`src/rtl/writeback_stage.sv`:
```
// writeback_stage: MEM/WB pipeline register, register-bank write port,
// decode write-through bypass and saturating retired-write counter.
// Optional feature macro: WB_BYPASS_EN (write-through bypass of rs/rt reads).
module writeback_stage (
   input  logic        clock,
   input  logic        reset_n,
   input  logic        stall,
   input  logic        flush,
   input  logic        mem_valid,
   input  logic        mem_reg_write,
   input  logic        mem_reg_dest,
   input  logic        mem_mem_to_reg,
   input  logic [4:0]  mem_rt_id,
   input  logic [4:0]  mem_rd_id,
   input  logic [31:0] mem_alu_result,
   input  logic [31:0] mem_load_data,
   output logic        reg_write,
   output logic [4:0]  reg_write_id,
   output logic [31:0] reg_write_value,
   input  logic [4:0]  dec_rs_id,
   input  logic [4:0]  dec_rt_id,
   input  logic [31:0] bank_rs_value,
   input  logic [31:0] bank_rt_value,
   output logic [31:0] dec_rs_value,
   output logic [31:0] dec_rt_value,
   output logic [31:0] retired_writes
);

   localparam int unsigned DataW = 32;
   localparam int unsigned IdW   = 5;

   logic             valid_q, valid_d;
   logic             rw_q, rw_d;
   logic             fresh_q, fresh_d;
   logic [IdW-1:0]   dest_q, dest_d;
   logic [DataW-1:0] value_q, value_d;
   logic [DataW-1:0] retired_q, retired_d;

   // MEM/WB next state: flush beats stall; fresh marks the first cycle of an entry
   always_comb begin
      valid_d = valid_q;
      rw_d    = rw_q;
      dest_d  = dest_q;
      value_d = value_q;
      fresh_d = 1'b0;
      if (flush) begin
         valid_d = 1'b0;
      end else if (!stall) begin
         valid_d = mem_valid;
         rw_d    = mem_reg_write;
         dest_d  = mem_reg_dest ? mem_rt_id : mem_rd_id;
         value_d = mem_mem_to_reg ? mem_load_data : mem_alu_result;
         fresh_d = 1'b1;
      end
   end

   // Write port: one strobe per retired entry, $zero destination suppressed
   always_comb begin
      reg_write       = valid_q & rw_q & fresh_q & (dest_q != IdW'(0));
      reg_write_id    = valid_q ? dest_q : IdW'(0);
      reg_write_value = valid_q ? value_q : DataW'(0);
   end

   // Retired-write counter saturates instead of wrapping
   always_comb begin
      retired_d = retired_q;
      if (reg_write && (retired_q != {DataW{1'b1}})) begin
         retired_d = retired_q + DataW'(1);
      end
   end

`ifdef WB_BYPASS_EN
   // Write-through bypass per read port; reg_write already excludes ID 0
   always_comb begin
      dec_rs_value = bank_rs_value;
      dec_rt_value = bank_rt_value;
      if (reg_write && (dec_rs_id == reg_write_id)) begin
         dec_rs_value = reg_write_value;
      end
      if (reg_write && (dec_rt_id == reg_write_id)) begin
         dec_rt_value = reg_write_value;
      end
   end
`else
   logic unused_dec_ids;

   // Bypass disabled: bank data passes straight through to decode
   always_comb begin
      dec_rs_value   = bank_rs_value;
      dec_rt_value   = bank_rt_value;
      unused_dec_ids = ^{dec_rs_id, dec_rt_id};
   end
`endif

   // State registers with asynchronous clear
   always_ff @(posedge clock or negedge reset_n) begin
      if (!reset_n) begin
         valid_q   <= 1'b0;
         rw_q      <= 1'b0;
         fresh_q   <= 1'b0;
         dest_q    <= '0;
         value_q   <= '0;
         retired_q <= '0;
      end else begin
         valid_q   <= valid_d;
         rw_q      <= rw_d;
         fresh_q   <= fresh_d;
         dest_q    <= dest_d;
         value_q   <= value_d;
         retired_q <= retired_d;
      end
   end

   assign retired_writes = retired_q;

endmodule

```
`config.mk`:
```
export PLATFORM = sky130hd
export DESIGN_NAME = writeback_stage
export DESIGN_NICKNAME = d
export VERILOG_FILES = /design/src/rtl/writeback_stage.sv
export SDC_FILE = /design/constraint.sdc
export NUM_CORES = 1
export LEC_CHECK = 0
export BUFFER_PORTS_ARGS = -buffer_cell sky130_fd_sc_hd__buf_4
export CAP_MARGIN = 20
export CORE_MARGIN = 3
export CORE_UTILIZATION = 24
export DETAILED_ROUTE_END_ITERATION = 16
export PLACE_DENSITY = 0.53
export SLEW_MARGIN = 5
export SYNTH_ARGS = -nofsm -noshare
export SYNTH_HDL_FRONTEND = slang
export SYNTH_SLANG_ARGS = --single-unit
```
`constraint.sdc`:
```
create_clock -name clock -period 5 [get_ports clock]
set_input_delay 0.25 -clock clock [delete_from_list [all_inputs] [get_ports clock]]
set_output_delay 0.25 -clock clock [all_outputs]
set_load 0.05 [all_outputs]
```
==> insert_results.sql, run 1 <==
INSERT INTO impl_metrics (metric_group, metric, value, unit) VALUES
('finish', 'fillCellCount', '1727', ''),
('finish', 'layout-drive-gt1-share', '0.3438', ''),
('power_and_ir_drop', 'p_int', '1.086', 'mW'),
('worst_setup_path', 'r2r_end', 'retired_writes[17]', ''),
('timing', 'timing.final.ws_setup', '2.499', 'ns'),
('run', 'maxCapViolCount', '0', ''),
('finish', 'layout-area-overhead-vs-synth', '28.35', '%'),
('worst_setup_path', 'critical_path_class', 'register to register', ''),
('clock_tree', 'cts.repair.resized', '0', ''),
('finish', 'layout.core_utilization', '0.3149', ''),
('worst_setup_path', 'crit_path_start', 'retired_writes[0]', ''),
('yosys', 'syn_inst', '424', ''),
('yosys', 'synth-seq-area-share', '0.4413', ''),
('power_and_ir_drop', 'switching_share', '0.2960', ''),
('yosys', 'ys_top_cells_by_count', '72 x sky130_fd_sc_hd__dfrtp_1, 64 x sky130_fd_sc_hd__buf_4, 55 x sky130_fd_sc_hd__nand2_1', ''),
('worst_setup_path', 'max_fo_critical_path', '17', ''),
('worst_setup_path', 'startpoint_type', 'register', ''),
('global_route', 'vias_in_the_first_global_route', '3141', ''),
('yosys', 'netlist_area', '4083', 'µm²'),
('timing', 'finalSetupViolations', '0', ''),
('yosys', 'net_count_synth', '581', ''),
('die', 'dieArea', '18610', 'µm²'),
('timing', 'timing.fmax', '399.8', 'MHz'),
('clock_tree', 'cts-root-buf', 'sky130_fd_sc_hd__clkbuf_16', ''),
('timing', 'rsz_0062_raised_after_global_routing', 'no', ''),
('yosys', 'yosys_register_bits', '72', ''),
('power_and_ir_drop', 'p_leak', '2.598', 'nW'),
('die', 'initial_core_util', '0.2453', ''),
('place', 'pre_cts_ws', '2.514', 'ns'),
('die', 'num_io_pins', '290', ''),
('yosys', 'synth_edf_count', '0', ''),
('clock_tree', 'worst_skew_pair.late_latency', '0.34', 'ns'),
('finish', 'antenna_cells_inserted', '0', ''),
('routing', 'iteration_0_drc_markers', '70', ''),
('worst_setup_path', 'rr_startpoint', 'retired_writes[0]', ''),
('status', 'outcome', 'completed', ''),
('routing', 'wire_length_per_cell_after_detailed_routing', '13.75', 'µm'),
('clock_tree', 'num_cts_buffers', '9', ''),
('timing', 'setup_total_negative_slack', '0', 'ns'),
('clock_tree', 'postCtsSetupRepairBufs', '0', ''),
('yosys', 'ys.flop_type', 'sky130_fd_sc_hd__dfrtp_1', ''),
('power_and_ir_drop', 'power.density', '294.5', 'nW/µm²'),
('timing', 'period_minus_slack', '2.501', 'ns'),
('timing', 'slew-limit-headroom', '0.3568', ''),
('yosys', 'synth.lib_cells_used.distinct', '30', ''),
('clock_tree', 'hold_buffers', '0', ''),
('global_route', 'grt_first_pass_wirelength', '15900', 'µm'),
('timing', 'worst_pin_slew', '0.9614', 'ns'),
('global_route', 'initial_antenna_violation_count', '0', ''),
('routing', 'drt-vias-per-instance', '4.325', ''),
('power_and_ir_drop', 'power.share.sequential', '0.430', ''),
('timing', 'final.period_utilization', '0.5003', ''),
('clock_tree', 'htree_levels', '3', ''),
('routing', 'wirelength', '10020', 'µm'),
('power_and_ir_drop', 'pwr-share-clk', '0.399', ''),
('timing', 'finalMaxSlewViolations', '0', ''),
('worst_setup_path', 'worstPathArrival', '2.72', 'ns'),
('place', 'place.detailed.hpwl', '7459', 'µm'),
('global_route', 'grt_remaining_overflow', '0', ''),
('yosys', 'fraction_of_post_synthesis_cell_area_in_the_top_cell_type_by_area', '0.4413', ''),
('global_route', 'track_usage', '0.1089', ''),
('place', 'buffer_ports.inserted', '151', ''),
('yosys', 'syn_avg_cell_area', '9.629', 'µm²'),
('routing', 'drc', '0', ''),
('power_and_ir_drop', 'combPwrFrac', '0.171', ''),
('clock_tree', 'cts_tree', 'done', ''),
('die', 'die_width', '136.4', 'µm'),
('yosys', 'synth.area.top_cells', 'sky130_fd_sc_hd__dfrtp_1 44%, sky130_fd_sc_hd__buf_4 12%, sky130_fd_sc_hd__mux2i_1 9.3%', ''),
('worst_setup_path', 'worst-endpoint-required', '5.21', 'ns'),
('timing', 'whs', '0.02884', 'ns'),
('min_path', 'min-delay-path-class', 'primary input to asynchronous set/reset pin', '');
flip-flops by register name, summed over array words and instances (netlist names):
name            flops
dest_q              5
value_q            32
retired_writes     32
rw_q                1
valid_q             1
fresh_q             1
worst max-delay path, cell delays in order, from the launching register on:
cell,delay (ns)
sky130_fd_sc_hd__dfrtp_1,0.41
sky130_fd_sc_hd__ha_1,0.22
sky130_fd_sc_hd__nand2_1,0.10
sky130_fd_sc_hd__or3_4,0.43
sky130_fd_sc_hd__o41ai_4,0.86
sky130_fd_sc_hd__nor3_1,0.17
sky130_fd_sc_hd__xor2_1,0.18
stage by stage:
stage                     power (mW)  std cells  instance area (µm²)
final                          1.543        729                 5240
after floorplan               0.9588        424                 4083
after detailed placement      0.9432        713                 4955
after CTS                      1.584        729                 5240
after global placement        0.9358        712                 4935
after global routing           1.638        729                 5240
layout by cell type, fill, tap and decap left out:
cell type / synthesis / layout
sky130_fd_sc_hd__nand3_1: 18 / 18
sky130_fd_sc_hd__and2_1: 37 / 37
sky130_fd_sc_hd__a21oi_1: 1 / 1
sky130_fd_sc_hd__xnor2_1: 17 / 17
sky130_fd_sc_hd__clkinvlp_4: 0 / 3
sky130_fd_sc_hd__buf_4: 64 / 152
sky130_fd_sc_hd__and3_1: 1 / 1
sky130_fd_sc_hd__o41ai_4: 1 / 1
sky130_fd_sc_hd__ha_1: 1 / 1
sky130_fd_sc_hd__or3_1: 1 / 1
sky130_fd_sc_hd__inv_6: 0 / 3
sky130_fd_sc_hd__or2_2: 1 / 1
sky130_fd_sc_hd__o41a_1: 1 / 1
sky130_fd_sc_hd__nor2_1: 9 / 9
sky130_fd_sc_hd__clkbuf_16: 0 / 9
sky130_fd_sc_hd__nor3_1: 12 / 12
sky130_fd_sc_hd__nand3_2: 1 / 1
sky130_fd_sc_hd__nor3_2: 1 / 1
sky130_fd_sc_hd__and4_1: 5 / 5
sky130_fd_sc_hd__dfrtp_1: 72 / 72
sky130_fd_sc_hd__nand2_1: 55 / 55
sky130_fd_sc_hd__xor2_1: 14 / 14
sky130_fd_sc_hd__nand4_1: 7 / 7
sky130_fd_sc_hd__buf_12: 0 / 1
sky130_fd_sc_hd__nor4_1: 5 / 5
sky130_fd_sc_hd__mux2i_1: 38 / 38
sky130_fd_sc_hd__nand4_4: 1 / 1
sky130_fd_sc_hd__or3_4: 1 / 1
sky130_fd_sc_hd__o21ai_0: 37 / 37
sky130_fd_sc_hd__inv_1: 3 / 3
sky130_fd_sc_hd__inv_8: 0 / 1
power by group through the flow:
stage / registers, mW / logic [mW] / clock network (mW)
6_report: 0.663 / 0.264 / 0.616
5_1_grt: 0.670 / 0.290 / 0.678
4_1_cts: 0.663 / 0.270 / 0.651
3_5_place_dp: 0.673 / 0.270 / 0
3_3_place_gp: 0.671 / 0.265 / 0
2_1_floorplan: 0.689 / 0.269 / 0
worst max path at each step:
| stage | end | slack (ns) |
|---|---|---|
| 3_5_place_dp | retired_writes[17] | 2.51 |
| 4_1_cts | retired_writes[28] | 2.49 |
| 6_report | retired_writes[17] | 2.50 |
| 2_1_floorplan | retired_writes[11] | 2.58 |
| 5_1_grt | retired_writes[15] | 2.35 |
| 3_3_place_gp | retired_writes[28] | 2.53 |
layer usage:
layer	wire [µm]	GRT usage	up-vias
met2	4788	0.1736	141
met4	223	0.04255	0
met3	799	0.04626	31
met5	0	0	-
met1	4209	0.1302	1458
li1	-	-	1523
logic make-up (layout without fill, tap and decap cells):
group | Yosys count | in the layout | synth area share
AND/OR/NAND/NOR | 155 | 155 | 0.1989
buffers and inverters | 87 | 172 | 0.1410
flip-flops | 72 | 72 | 0.4413
AO/OA/AOI/OAI | 40 | 40 | 0.05608
multiplexers | 38 | 38 | 0.09316
XOR/XNOR | 31 | 31 | 0.06650
adder cells (fa/ha/maj) | 1 | 1 | 0.003064
cell type report:
type	instances	area, µm²	area share
sequential	72	1802	0.3438
multi-input combinational	265	1705	0.3255
timing repair buffer	153	1161	0.2216
tap	220	275.3	0.05253
clock buffer	9	225.2	0.04298
clock inverter	7	60.06	0.01146
inverter	3	11.26	0.002149
No activity file was read; power rests on OpenSTA's default activity.
==> inputs of run 2 (changes only) <==
==> constraint.sdc (replaced) <==
create_clock -name clock -period 2.6 [get_ports clock]
set_input_delay 0.13 -clock clock [delete_from_list [all_inputs] [get_ports clock]]
set_output_delay 0.13 -clock clock [all_outputs]
set_load 0.05 [all_outputs]
==> insert_results.sql, run 2 (synthesis results as in run 1) <==
INSERT INTO impl_metrics (metric_group, metric, value, unit) VALUES
('global_route', 'initial_antenna_violation_count', '0', ''),
('routing', 'wire_length_per_cell_after_detailed_routing', '13.63', 'µm'),
('die', 'initial_core_util', '0.2453', ''),
('worst_setup_path', 'max_fo_critical_path', '15', ''),
('place', 'numPlacedInstances', '716', ''),
('global_route', 'groute.layer.met3.usage', '0.04774', ''),
('timing', 'period_minus_slack', '2.171', 'ns'),
('timing', 'finalSetupViolations', '0', ''),
('worst_setup_path', 'critical_path_cell_list', 'ha_1 -> nand2_1 -> or3_4 -> o41a_1 -> nand4_1 -> xnor2_1', ''),
('timing', 'final.period_utilization', '0.8349', ''),
('clock_tree', 'cts_num_sinks', '72', ''),
('power_and_ir_drop', 'power.share.sequential', '0.417', ''),
('routing', 'iteration_0_drc_markers', '94', ''),
('worst_setup_path', 'worstPathArrival', '2.43', 'ns'),
('global_route', 'grt_remaining_overflow', '0', ''),
('routing', 'wirelength', '10020', 'µm'),
('die', 'die_width', '136.4', 'µm'),
('finish', 'layout-area-overhead-vs-synth', '30.16', '%'),
('finish', 'layout.core_utilization', '0.3193', ''),
('place', 'place.detailed.hpwl', '7416', 'µm'),
('min_path', 'min-delay-path-class', 'primary input to register', ''),
('timing', 'finalMaxSlewViolations', '0', ''),
('timing', 'slew-limit-headroom', '0.3858', ''),
('worst_setup_path', 'startpoint_type', 'register', ''),
('clock_tree', 'postCtsSetupRepairBufs', '0', ''),
('clock_tree', 'cts_tree', 'done', ''),
('routing', 'drt-vias-per-instance', '4.282', ''),
('timing', 'whs', '0.08548', 'ns'),
('worst_setup_path', 'worst-endpoint-required', '2.86', 'ns'),
('clock_tree', 'worst_skew_pair.late_latency', '0.34', 'ns'),
('finish', 'antenna_cells_inserted', '0', ''),
('clock_tree', 'num_cts_buffers', '9', ''),
('die', 'dieArea', '18610', 'µm²'),
('die', 'num_io_pins', '290', ''),
('timing', 'rsz_0062_raised_after_global_routing', 'no', ''),
('routing', 'drc', '0', ''),
('power_and_ir_drop', 'combPwrFrac', '0.169', ''),
('timing', 'worst_pin_slew', '0.9213', 'ns'),
('worst_setup_path', 'critical_path.slowest_cell', 'sky130_fd_sc_hd__o41a_1', ''),
('power_and_ir_drop', 'report.power.total', '3.049', 'mW'),
('power_and_ir_drop', 'p_leak', '2.639', 'nW'),
('clock_tree', 'cts-root-buf', 'sky130_fd_sc_hd__clkbuf_16', ''),
('status', 'outcome', 'completed', ''),
('global_route', 'grt_first_pass_wirelength', '15800', 'µm'),
('timing', 'clock_skew', '0.003749', 'ns'),
('run', 'maxCapViolCount', '0', ''),
('die', 'chipHeight', '136.4', 'µm'),
('worst_setup_path', 'worstPathBufferInverterCount', '0', ''),
('global_route', 'track_usage', '0.1084', ''),
('timing', 'setup_total_negative_slack', '0', 'ns'),
('power_and_ir_drop', 'power.net_switching', '846.7', 'µW'),
('worst_setup_path', 'worst_path_dominant_cell_family', 'simple AND/OR/NAND/NOR gates', ''),
('die', 'core_area', '16640', 'µm²'),
('global_route', 'gr-usage-met1', '0.1333', ''),
('timing', 'finalHoldViolations', '0', ''),
('power_and_ir_drop', 'switching_share', '0.2777', ''),
('clock_tree', 'buffers_from_clock_root_to_sink_at_most', '2', ''),
('place', 'buffer_ports.inserted', '151', ''),
('die', 'std_cell_rows', '47', ''),
('finish', 'number_of_nets_in_the_final_layout', '667', ''),
('clock_tree', 'cts.repair.resized', '0', ''),
('power_and_ir_drop', 'power.density', '573.8', 'nW/µm²'),
('worst_setup_path', 'critical_path_class', 'register to register', ''),
('finish', 'layout-drive-gt1-share', '0.3456', ''),
('global_route', 'routing_usage_on_met2', '0.1695', ''),
('worst_setup_path', 'critical-path-max-stage-delay', '0.62', 'ns'),
('routing', 'postRouteAntennaNets', '0', ''),
('power_and_ir_drop', 'p_int', '2.202', 'mW'),
('finish', 'fillCellCount', '1725', ''),
('finish', 'mostFrequentLayoutCells', '155 x sky130_fd_sc_hd__buf_4, 72 x sky130_fd_sc_hd__dfrtp_1, 55 x sky130_fd_sc_hd__nand2_1', ''),
('global_route', 'vias_in_the_first_global_route', '3141', ''),
('finish', 'post_layout_nonfiller_instances', '735', ''),
('routing', 'detailedRoute.firstPassIterationCount', '4', ''),
('clock_tree', 'clk_transition_reported_paths', '0.06', 'ns'),
('routing', 'dr_total_vias', '3147', ''),
('worst_setup_path', 'worst_setup_path_end_kind', 'register', ''),
('global_route', 'grt.busiest_layer', 'met2', ''),
('power_and_ir_drop', 'vdd.ir_drop.worst', '0.3243', 'mV'),
('clock_tree', 'htree_levels', '3', ''),
('power_and_ir_drop', 'pwr-share-clk', '0.414', ''),
('finish', 'layout_commonest_cell', 'sky130_fd_sc_hd__buf_4', ''),
('place', 'gp_routability_congestion', '0.7892', ''),
('global_route', 'grt_max_degree', '73', ''),
('timing', 'timing.fmax', '460.7', 'MHz');
==> run 2: changes by cell type in the layout (fill, tap and decap cells not counted), sizes merged, moves of 2 or more <==
cell / previous run / this run
dlygate4sd3: 0 / 3
inv: 7 / 4
buf: 153 / 156
clkinv: 0 / 2
==> run 2: area by class of cell <==
class	instances	area [µm²]	area share
Timing Repair Buffer	159	1214	0.2284
Tap cell	220	275.3	0.05180
Sequential cell	72	1802	0.3391
Inverter	3	11.26	0.002119
Clock buffer	10	239.0	0.04497
Clock inverter	6	67.56	0.01271
Multi-Input combinational cell	265	1705	0.3209
==> run 2: path summary, 6_finish.rpt <==
check / start / endpoint / slack (ns) / cells after the start
worst min-delay path: mem_alu_result[21] / value_q[21] / 0.09 / 3
worst min register to register: value_q[13] / value_q[13] / 0.47 / 2
worst max register to register: retired_writes[0] / retired_writes[20] / 0.43 / 6
max in group asynchronous: reset_n / value_q[26] / 1.53 / 2
worst max-delay path: retired_writes[0] / retired_writes[20] / 0.43 / 6
min in group asynchronous: reset_n / retired_writes[8] / 0.48 / 2
==> run 2: worst min-delay path: stages <==
cell                      delay [ns]
sky130_fd_sc_hd__buf_4          0.08
sky130_fd_sc_hd__mux2i_1        0.05
sky130_fd_sc_hd__o21ai_0        0.13
==> run 2: metal layers <==
layer  up-vias  part of all wire
met2       141              0.47
met5         -                 0
met1      1448              0.42
met4         0             0.021
li1       1531                 -
met3        27             0.090
==> run 2: power by group through the flow <==
| stage | Clock (mW) | Sequential, mW | Combinational, mW |
|---|---|---|---|
| after CTS | 1.32 | 1.27 | 0.524 |
| after global routing | 1.36 | 1.29 | 0.564 |
| after global placement | 0 | 1.29 | 0.512 |
| final | 1.26 | 1.27 | 0.514 |
| after floorplan | 0 | 1.33 | 0.518 |
| after detailed placement | 0 | 1.29 | 0.521 |
==> run 2: what timing repair did <==
item / 4_1_cts / 5_1_grt
setup endpoints to repair: 0 / 0
hold endpoints to repair: 74 / 0
hold buffers: 3 / 0
==> run 2: stage by stage <==
step	setup WS (ns)	cell area, µm²
global placement	0.4337	4957
global route	0.2726	5314
floorplan	0.1752	4083
CTS	0.4136	5314
finish	0.4294	5314
detailed placement	0.4290	4977
